**config.mk**
```make
export PLATFORM = sky130hd
export DESIGN_NAME = wb_xbar_n
export DESIGN_NICKNAME = d
export VERILOG_FILES = /design/src/rtl/wb_xbar_n.sv
export SDC_FILE = /design/constraint.sdc
export NUM_CORES = 1
export LEC_CHECK = 0
export CAP_MARGIN = 20
export CORE_AREA = 2 2 162 164
export DETAILED_ROUTE_END_ITERATION = 7
export DIE_AREA = 0 0 164 166
export PLACE_DENSITY_LB_ADDON = 0.1
export SETUP_SLACK_MARGIN = 0.4
export SLEW_MARGIN = 20
export SYNTH_ARGS = -nofsm -noshare
export SYNTH_HDL_FRONTEND = slang
export SYNTH_SLANG_ARGS = --single-unit
```
**constraint.sdc**
```tcl
create_clock -name clk -period 1.64 [get_ports clk]
set_input_delay 0.164 -clock clk [delete_from_list [all_inputs] [get_ports clk]]
set_output_delay 0.164 -clock clk [all_outputs]
set_load 0.02 [all_outputs]
```
**src/rtl/wb_xbar_n.sv**
```systemverilog
// Single-master Wishbone classic interconnect, N slaves by mask/base decode; WB_XBAR_TIMEOUT_EN adds a bus-hang timer.
// Latency: 1 cycle registered decode, then ack/err/read data pass combinationally from the selected slave.
// Backpressure: master waits until the selected slave acks/errs (or the timer expires); a decode miss errors after 1 cycle.
module wb_xbar_n #(
    parameter int                     N_SLAVES = 3,
    parameter int                     AW       = 32,
    parameter logic [N_SLAVES*AW-1:0] SLV_BASE = {32'hA000_0000, 32'hF000_0000, 32'h9000_0000},
    parameter logic [N_SLAVES*AW-1:0] SLV_MASK = {32'hF000_0000, 32'hFF00_0000, 32'hF000_0000},
    parameter int                     TIMEOUT  = 255
) (
    input  logic                     clk,
    input  logic                     rstn,
    input  logic [AW-1:0]            m_adr_i,
    input  logic [31:0]              m_dat_i,
    output logic [31:0]              m_dat_o,
    input  logic                     m_we_i,
    input  logic [3:0]               m_sel_i,
    input  logic                     m_stb_i,
    input  logic                     m_cyc_i,
    output logic                     m_ack_o,
    output logic                     m_err_o,
    output logic [N_SLAVES*AW-1:0]   s_adr_o,
    output logic [N_SLAVES*32-1:0]   s_dat_o,
    input  logic [N_SLAVES*32-1:0]   s_dat_i,
    output logic [N_SLAVES-1:0]      s_we_o,
    output logic [N_SLAVES*4-1:0]    s_sel_o,
    output logic [N_SLAVES-1:0]      s_stb_o,
    output logic [N_SLAVES-1:0]      s_cyc_o,
    input  logic [N_SLAVES-1:0]      s_ack_i,
    input  logic [N_SLAVES-1:0]      s_err_i
);

    if (N_SLAVES < 1 || N_SLAVES > 8) begin : g_bad_n_slaves
        $error("wb_xbar_n: N_SLAVES must be 1..8");
    end
    if (TIMEOUT < 1 || TIMEOUT > 65535) begin : g_bad_timeout
        $error("wb_xbar_n: TIMEOUT must be 1..65535");
    end

    typedef enum logic [1:0] {
        ST_IDLE   = 2'd0,
        ST_ACTIVE = 2'd1,
        ST_ERR    = 2'd2
    } state_t;

    state_t              state_q, state_d;
    logic [N_SLAVES-1:0] sel_q, sel_d;
    logic [N_SLAVES-1:0] hit_first;
    logic                sel_ack, sel_err;
    logic [31:0]         sel_dat;

    // Request fields go to every slave; only stb/cyc are steered.
    assign s_adr_o = {N_SLAVES{m_adr_i}};
    assign s_dat_o = {N_SLAVES{m_dat_i}};
    assign s_we_o  = {N_SLAVES{m_we_i}};
    assign s_sel_o = {N_SLAVES{m_sel_i}};

    // Scan from the top so the lowest hitting index is the one left standing.
    always_comb begin
        hit_first = '0;
        for (int i = N_SLAVES - 1; i >= 0; i--) begin
            if ((m_adr_i & SLV_MASK[i*AW +: AW]) == SLV_BASE[i*AW +: AW]) begin
                hit_first    = '0;
                hit_first[i] = 1'b1;
            end
        end
    end

    always_comb begin
        sel_ack = 1'b0;
        sel_err = 1'b0;
        sel_dat = '0;
        for (int i = 0; i < N_SLAVES; i++) begin
            if (sel_q[i]) begin
                sel_ack = sel_ack | s_ack_i[i];
                sel_err = sel_err | s_err_i[i];
                sel_dat = sel_dat | s_dat_i[i*32 +: 32];
            end
        end
    end

`ifdef WB_XBAR_TIMEOUT_EN
    // timer_q counts completed ACTIVE cycles; the cycle where it reads TIMEOUT-1 is the last one allowed.
    localparam logic [15:0] TIMEOUT_LAST = 16'(TIMEOUT - 1);

    logic [15:0] timer_q;
    logic        timeout_hit;

    assign timeout_hit = (timer_q == TIMEOUT_LAST);

    always_ff @(posedge clk) begin
        if (!rstn) begin
            timer_q <= '0;
        end else if (state_q != ST_ACTIVE) begin
            timer_q <= '0;
        end else if (!(sel_ack || sel_err)) begin
            timer_q <= timer_q + 16'd1;
        end
    end
`endif

    always_ff @(posedge clk) begin
        if (!rstn) begin
            state_q <= ST_IDLE;
            sel_q   <= '0;
        end else begin
            state_q <= state_d;
            sel_q   <= sel_d;
        end
    end

    always_comb begin
        state_d = state_q;
        sel_d   = sel_q;
        s_stb_o = '0;
        s_cyc_o = '0;
        m_ack_o = 1'b0;
        m_err_o = 1'b0;
        m_dat_o = '0;
        case (state_q)
            ST_IDLE: begin
                sel_d = '0;
                if (m_cyc_i && m_stb_i) begin
                    if (|hit_first) begin
                        sel_d   = hit_first;
                        state_d = ST_ACTIVE;
                    end else begin
                        state_d = ST_ERR;
                    end
                end
            end
            ST_ACTIVE: begin
                s_stb_o = sel_q & {N_SLAVES{m_stb_i}};
                s_cyc_o = sel_q & {N_SLAVES{m_cyc_i}};
                if (!m_cyc_i) begin
                    // Master abandoned the cycle: drop it without forwarding anything.
                    state_d = ST_IDLE;
                    sel_d   = '0;
                end else begin
                    m_err_o = sel_err;
                    m_ack_o = sel_ack & ~sel_err;
                    m_dat_o = sel_dat;
                    if (sel_ack || sel_err) begin
                        state_d = ST_IDLE;
                        sel_d   = '0;
`ifdef WB_XBAR_TIMEOUT_EN
                    end else if (timeout_hit) begin
                        state_d = ST_ERR;
                        sel_d   = '0;
`endif
                    end
                end
            end
            ST_ERR: begin
                m_err_o = 1'b1;
                state_d = ST_IDLE;
                sel_d   = '0;
            end
            default: begin
                state_d = ST_IDLE;
                sel_d   = '0;
            end
        endcase
    end

endmodule

```
Yosys cells after proc, flatten, opt, wreduce, memory -nomap -nowiden --
Index checks and enable logic that the tools add are counted.
Cells by class: equality and inequality tests 7, multiplexer cells 30, bitwise logic cells 10, reduce and logical (&&, ||, !) cells 5
Operator list (count):
- two-way mux 32 bit | 5
- bitwise OR 32 bit | 2
- two-way mux 3 bit | 9
- two-way mux 1 bit | 9
- equality test 4 bit, second input constant | 2
- equality test 8 bit, second input constant | 1
- two-way mux 2 bit | 4
- bitwise AND 3 bit | 2
- one-hot mux 3 bit (2 select lines) | 1
- bitwise OR 1 bit | 4
- one-hot mux 2 bit (2 select lines) | 1
- != test 3 bit, second input constant | 1
- OR reduction 3 bit | 1
- equality test 2 x 1 -> 1 bit, second input constant | 1
- equality test 2 bit, second input constant | 1
- logical NOT 2 bit | 1
- != test 2 bit, second input constant | 1
- one-hot mux 1 bit (2 select lines) | 1
- AND reduction 2 bit | 1
- bitwise AND 1 bit | 1
- logical AND 1 bit | 1
- logical OR 1 bit | 1
- inverter 1 bit | 1
Word-level totals: register bits 5, input bits 175, output and inout port bits 247, word-level logic and storage cells 54

Logic depth before layout (Yosys ltp) --
Gate-level depths: netlist (run 1).
word-level depth 9, mapped depth 7, gate-level depth less buffers 6

Worst setup path before layout (run 1) --
Ideal clock, no wire load.
kind reg-to-reg, from register state_q[1], to register state_q[1], library setup time 0.115 ns, data arrival time 1.486 ns, required time 1.525 ns, path slack 0.039 ns, stages on the path, launching flop included 8, buffers on the path 1, period minus slack after synthesis 1.601 ns, path through dfxtp_1 -> inv_1 -> ha_1 -> nand2_1 -> and3b_1 -> buf_4 -> o211a_1 -> a31o_1
Between the ends: cells in the longest elaborated chain, start to end 3, elaborated cells on any way between the ends 6, those cells by class 3 x eq/ne; 1 x mux; 2 x reduce/logical
RTL lines:
- start: declaration | RTL line 46 | state_t state_q, state_d;
- start signal: assignment | RTL line 107 | state_q <= state_d;
- equality test 2 x 1 -> 1 bit or logical NOT 2 bit (tied branches) | RTL line 120 | case (state_q)
- != test 3 bit (no source line) or != test 2 bit (tied branches)
- AND reduction 2 bit (no source line)
Several ways; a longest one is shown, not always the timed one. A chain may end at the register's enable or synchronous reset.

Worst setup path in the final report (run 1) --
from register sel_q[1], to output port m_err_o
Between the ends: cells in the longest elaborated chain, start to end 5
RTL lines:
- start: declaration | RTL line 47 | logic [N_SLAVES-1:0] sel_q, sel_d;
- start signal: assignment | RTL line 108 | sel_q <= sel_d;
- two-way mux 1 bit * | RTL line 74 | if (sel_q[i]) begin
- bitwise OR 1 bit | RTL line 76 | sel_err = sel_err | s_err_i[i];
- two-way mux 1 bit * | RTL line 74
- two-way mux 1 bit * | RTL line 135 | if (!m_cyc_i) begin
- one-hot mux 1 bit (2 select lines) * | RTL line 120
- end: declaration | RTL line 21 | output logic m_err_o,
Mark *: on every way between the ends. The rest lies on a longest branch, timed or not.

==> key figures, run 1 <==
Run status
  • Status: finished with violations
  • Failing checks: setup timing

Critical path
  • Worst reg2reg startpoint: sel_q[2]
  • Crit path capture type: output port
  • Req. time, crit path: around 1500 ps
  • Startpoint types: flip-flop
  • Crit path kind: reg -> out
  • Cell depth of the worst flop-to-flop path: 7
  • CP Max Fanout: 6
  • Worst R2R End: state_q[1]
  • Reg-to-reg slack, setup: -90 ps
  • Worst EP arrival: 1580 ps

Timing
  • Max Slew Vio Count: 0
  • Final WS setup: -101 ps
  • Max Clk Rate: ~570 MHz
  • Max-slew headroom: between 70% and 80%
  • Unrepaired setup endpoints after global routing: yes
  • Worst Skew: approximately 0.55 ps
  • Final Hold Viols: 0
  • Setup Viol. Count Final: 13
  • Setup TNS: -403 ps
  • Fin crit share: 106%
  • Least-Margin Pin Slew: 414 ps
  • Crit path time final: 1740 ps

CTS
  • # H-tree levels: 1
  • CTS root buffer: clkbuf_16
  • Clock latency on the worst-skew pair: roughly 230 ps
  • # clock sinks: 5
  • Total CTS buffers: 3
  • CTS tree: built
  • Cts hold-fix bufs: 0
  • Max Buffers Root-to-Sink: 2
  • Worst-path clk slew: around 30 ps

Detailed routing
  • DRT Pass-1 Iters: 5
  • Number of routed nets with antenna violations: 0
  • Vias/cell: 3.14
  • DRC viols: 0
  • Post-Route WL: ~10000 um
  • Starting DRT DRC Count: 129
  • WL/cell: roughly 15 um
  • Total vias in the final route: between 2k and 2.5k

Global routing
  • Initial antenna violation count: 0
  • Largest net degree at the start of global routing: 24
  • First-pass GRT wire length: around 15000 um
  • Vias in the first global route: 2457
  • GR Overflow Total: 0
  • All-Layer GR Usage: 7.03%

Floorplanning
  • Die Footprint: about 27000 sq um
  • Core area: 25600 sq um
  • Die Y: about 170 um
  • Die Span X: 164 um
  • Starting density of the core: around a tenth
  • FP Rows: between 50 and 60
  • I/O pin cnt: ~420

Min path
  • Worst Hold Class: in -> out
  • HP Start: m_adr_i[9]
  • Hold EP: s_adr_o[73]
  • WHS Path Cells: 0

Cells and area
  • Share of layout cells above drive strength 1: slightly above 50%
  • Post-layout nets: 544
  • Fin area: 4030 sq um
  • Area growth, synth to finish: 63.5%
  • N_diodes: 0
  • Final design utilization: between 15 and 20%

Power and ir drop
  • Pwr Density: around 250 nW/um^2
  • Maximum VDD drop: approximately 220 uV
  • Leak: approximately 0.0015 uW
  • Power Total: between 900 and 1000 uW

Synthesis
  • Post-Synth Adder-Cell Area: 1.52%
  • Xor/xnor cell area share of the yosys netlist: 0%
  • Avg Cell Area, Syn: between 7 and 8 sq um
  • Mux contribution to synthesized area: 0%
  • Cells after Synth: around 340
  • Async SR Flop Fraction: 0%
  • Largest family of logic cells by synthesized area: buffers and inverters
  • Number of synthesized register bits: 5
  • Synthesized area: between 2000 and 2500 sq um
  • Ys flop type: dfxtp_1
  • Distinct cell type count of the synthesized netlist: 27
  • Compound-Gate Fraction of Synth Area: around 17%
  • Sequential area share after synthesis: ~4%
  • YS warnings: 0
  • EDFF count, synth: 0
  • Post-synthesis simple-gate area fraction: between 10% and 20%
  • Mapped Nets: about 510

Place
  • Dpl hpwl: roughly 8400 um
  • # port buffers: approximately 180
  • RePlAce Congestion: approximately 0.68
  • DP Area: 3780 sq um

Run
  • Max cap viols: 0
-- cells in the final DEF, fill, tap and decap left out, types with 6 or more instances in the layout --
cell type,instances
buf_6,30
clkdlybuf4s50_1,107
and3_4,6
nor2_4,30
clkdlybuf4s15_2,10
a222oi_1,34
dlygate4sd2_1,13
buf_2,15
buf_4,60
-- how the worst max path moves through the flow --
| stage | endpoint | depth (start not counted) | slack, ps | from |
|---|---|---|---|---|
| floorplan | state_q[1] | 6 | 140 | sel_q[1] |
| global placement | m_err_o | 6 | -540 | s_err_i[1] |
| detailed placement | m_err_o | 6 | -520 | s_err_i[1] |
| CTS | m_err_o | 5 | -130 | sel_q[1] |
| global route | m_err_o | 5 | -170 | sel_q[1] |
| finish | m_err_o | 5 | -100 | sel_q[1] |
-- Yosys cell counts, drive strengths merged, types with 2 or more instances --
master | number | area share, %
buf | 211 | 65
nor2 | 36 | 5.5
a222oi | 34 | 14
clkbuf | 12 | 1.8
and3 | 7 | 1.8
dfxtp | 5 | 4.1
nand2 | 5 | 0.76
a21oi | 3 | 0.61
ha | 3 | 1.5
inv | 3 | 0.46
nand3 | 3 | 0.61
a31o | 2 | 0.71
-- repair_timing --
item,4_1_cts,5_1_grt
resized for setup,280,36
setup endpoints to repair,69,52
endpoints found under the hold margin,0,0
setup buffers,2,3
pin swaps,33,40
cloned,1,1
-- cell type report --
| class | count | area, sq um |
|---|---|---|
| fill | 2895 | 21600 |
| timing repair buffer | 248 | 2360 |
| multi-input combinational | 105 | 1040 |
| tap | 335 | 419 |
| sequential | 5 | 114 |
| clock buffer | 4 | 78.8 |
| inverter | 3 | 11.3 |
-- registers in the layout, indices dropped and copies added (netlist names) --
signal,cells
sel_q,3
state_q,2
-- per-stage QoR --
stage | instances | hold WS (ps) | setup slack, ps
finish | 700 | 328 | -101
floorplan | 336 | 305 | 138
global placement | 689 | 328 | -535
global route | 700 | 328 | -168
CTS | 696 | 328 | -131
detailed placement | 689 | 328 | -522
-- per-layer routing --
metal,wire (um),GRT usage (%)
met5,0,0
met4,568,4.27
met3,1470,3.57
met2,5130,12.4
met1,3110,6.39
-- power by group --
part           internal (uW)  total [uW]  switching (uW)
Combinational            320         471             151
Clock                    322         400            77.6
Sequential               121         124            2.97
Total                    763         994             231
-- critical path, stage by stage, from the launching register on --
cell and delay (ps):
dfxtp_4 370, a222oi_1 430, buf_4 200, nor2_2 30, o21a_2 200, buf_6 130
-- cell families (layout without fill, tap and decap cells) --
group	after synthesis	count (layout)
AOI/OAI and AO/OA	45	45
adders and majority gates	3	3
DFF	5	5
buffers and inverters	226	255
and+or+nand+nor	57	57
(Power assumes the default switching activity.)
==> run 2: changes to the inputs <==
--- a/config.mk
+++ b/config.mk
@@ -7,11 +7,11 @@
 export LEC_CHECK = 0
 export CAP_MARGIN = 20
 export CORE_AREA = 2 2 162 164
+export CTS_BUF_LIST = sky130_fd_sc_hd__clkbuf_4 sky130_fd_sc_hd__clkbuf_8
 export DETAILED_ROUTE_END_ITERATION = 7
 export DIE_AREA = 0 0 164 166
 export PLACE_DENSITY_LB_ADDON = 0.1
 export SETUP_SLACK_MARGIN = 0.4
-export SLEW_MARGIN = 20
 export SYNTH_ARGS = -nofsm -noshare
 export SYNTH_HDL_FRONTEND = slang
 export SYNTH_SLANG_ARGS = --single-unit
==> key figures, run 2 (synthesis gave the netlist of run 1 again) <==
Timing
  • Max Slew Vio Count: 0
  • Final WS setup: -96.3 ps
  • Final Hold Viols: 0
  • Max-slew headroom: between 70% and 80%
  • Worst Skew: 0.493 ps
  • Crit path time final: between 1500 and 2000 ps
  • Setup TNS: -340 ps
  • Unrepaired setup endpoints after global routing: yes
  • Setup Viol. Count Final: 9
  • Least-Margin Pin Slew: 414 ps
  • Max Clk Rate: approximately 580 MHz
  • Fin crit share: 106%

Min path
  • Worst Hold Class: in -> out

Run status
  • Failing checks: setup timing
  • Status: finished with violations

Power and ir drop
  • Leak: around 0.0014 uW
  • Pwr Density: between 200 and 250 nW/um^2
  • Maximum VDD drop: ~130 uV

CTS
  • CTS root buffer: clkbuf_8
  • # H-tree levels: 1
  • Max Buffers Root-to-Sink: 2
  • Worst-path clk slew: ~30 ps
  • CTS tree: built
  • Clock latency on the worst-skew pair: about 220 ps
  • Total CTS buffers: 3
  • # clock sinks: 5

Floorplanning
  • Die Footprint: around 27000 sq um
  • Starting density of the core: 9.61%
  • Core area: between 20000 and 30000 sq um
  • FP Rows: just under 60
  • Die Span X: ~160 um
  • I/O pin cnt: 422
  • Die Y: around 170 um

Detailed routing
  • WL/cell: around 15 um
  • Post-Route WL: 10100 um
  • DRC viols: 0
  • Total vias in the final route: 2196
  • Number of routed nets with antenna violations: 0
  • Vias/cell: between 3 and 4
  • DRT Pass-1 Iters: 6
  • Starting DRT DRC Count: ~130

Critical path
  • Startpoint types: flip-flop
  • Crit path to: m_err_o
  • Worst R2R End: state_q[1]
  • Worst EP arrival: ~1600 ps
  • Cell depth of the worst flop-to-flop path: 7
  • Req. time, crit path: between 1000 and 1500 ps
  • Worst Setup SP: sel_q[1]
  • Crit path kind: reg -> out
  • Reg-to-reg slack, setup: -80 ps
  • Worst reg2reg startpoint: sel_q[2]
  • CP Max Fanout: 6
  • Crit path capture type: output port

Cells and area
  • Post-layout nets: between 500 and 600
  • Largest register FFs: 3
  • Area growth, synth to finish: 60.1%
  • Most frequent cells in the layout: clkdlybuf4s50_1, buf_4, a222oi_1
  • Register bank with the most flops: sel_q
  • Largest registers: sel_q (3), state_q (2)
  • Most common cell after layout, fill and taps aside: clkdlybuf4s50_1
  • Non-Filler Instances: around 700
  • N_diodes: 0
  • Share of layout cells above drive strength 1: between 50 and 60%
  • Fin area: ~4000 sq um

Global routing
  • Vias in the first global route: between 2k and 2.5k
  • Largest net degree at the start of global routing: 24
  • GR Overflow Total: 0
  • First-pass GRT wire length: approximately 15000 um
  • All-Layer GR Usage: under 10%
  • Initial antenna violation count: 0

Place
  • # port buffers: approximately 180
  • Pre-CTS setup slack: -522 ps
  • Dpl hpwl: ~8400 um
  • Inst Count DP: between 600 and 700
  • DP Area: 3780 sq um
  • RePlAce Congestion: 0.680

Run
  • Max cap viols: 0
run 2: cell count changes in the layout (fill, tap and decap cells not counted), sizes merged:
| cell | delta |
|---|---|
| buf | -2 |
| clkbuf | -1 |
run 2: layout make-up:
| type | count | area [sq um] |
|---|---|---|
| Sequential cell | 5 | 114 |
| Tap cell | 335 | 419 |
| Fill cell | 2904 | 21700 |
| Multi-Input combinational cell | 105 | 1040 |
| Timing Repair Buffer | 245 | 2310 |
| Inverter | 3 | 11.3 |
| Clock buffer | 4 | 48.8 |
run 2: worst min path at each step:
stage / startpoint / end / slack [ps] / cells past startpoint
final: m_adr_i[9] / s_adr_o[73] / 330 / 0
after global routing: m_adr_i[5] / s_adr_o[37] / 330 / 0
after CTS: m_dat_i[22] / s_dat_o[54] / 330 / 0
after detailed placement: m_dat_i[22] / s_dat_o[54] / 330 / 0
after global placement: m_dat_i[22] / s_dat_o[54] / 330 / 0
after floorplan: rstn / state_q[1] / 310 / 1
run 2: report_power, final:
group          total [uW]  internal, uW  switching, uW
sequential            124           121           2.84
combinational         469           319            151
clock                 243           183           59.6
total                 836           623            213
run 2: critical path, cell delays in order (launching register included):
cell and delay (ps):
dfxtp_4 370, a222oi_1 430, buf_4 200, nor2_2 30, o21a_2 200, buf_6 130
run 2: per-layer routing:
layer	up-vias	track usage, %	share of wire (%)
met3	55	3.57	14
li1	1016	-	-
met2	161	12.4	50
met5	-	0	0
met4	0	4.16	5.6
met1	964	6.39	30
run 2: through the flow:
step,total power (uW),util (%),hold slack [ps]
CTS,850,15.2,328
detailed placement,614,14.8,328
finish,836,15.4,328
floorplan,906,-,305
global route,887,15.4,328
global placement,613,14.8,328
run 2: what timing repair did:
item,4_1_cts,5_1_grt
setup buffers,2,1
resized for setup,280,32
pin swaps,33,37
hold buffers,0,0
endpoints found under the setup margin,69,52
gates cloned,1,0
==> run 3: changes to the inputs <==
--- a/config.mk
+++ b/config.mk
@@ -10,6 +10,7 @@
 export CTS_BUF_LIST = sky130_fd_sc_hd__clkbuf_4 sky130_fd_sc_hd__clkbuf_8
 export DETAILED_ROUTE_END_ITERATION = 7
 export DIE_AREA = 0 0 164 166
+export GPL_ROUTABILITY_DRIVEN = 0
 export PLACE_DENSITY_LB_ADDON = 0.1
 export SETUP_SLACK_MARGIN = 0.4
 export SYNTH_ARGS = -nofsm -noshare
==> results of run 3 <==
Final layout, timing and power as in run 2 (identical DEF).
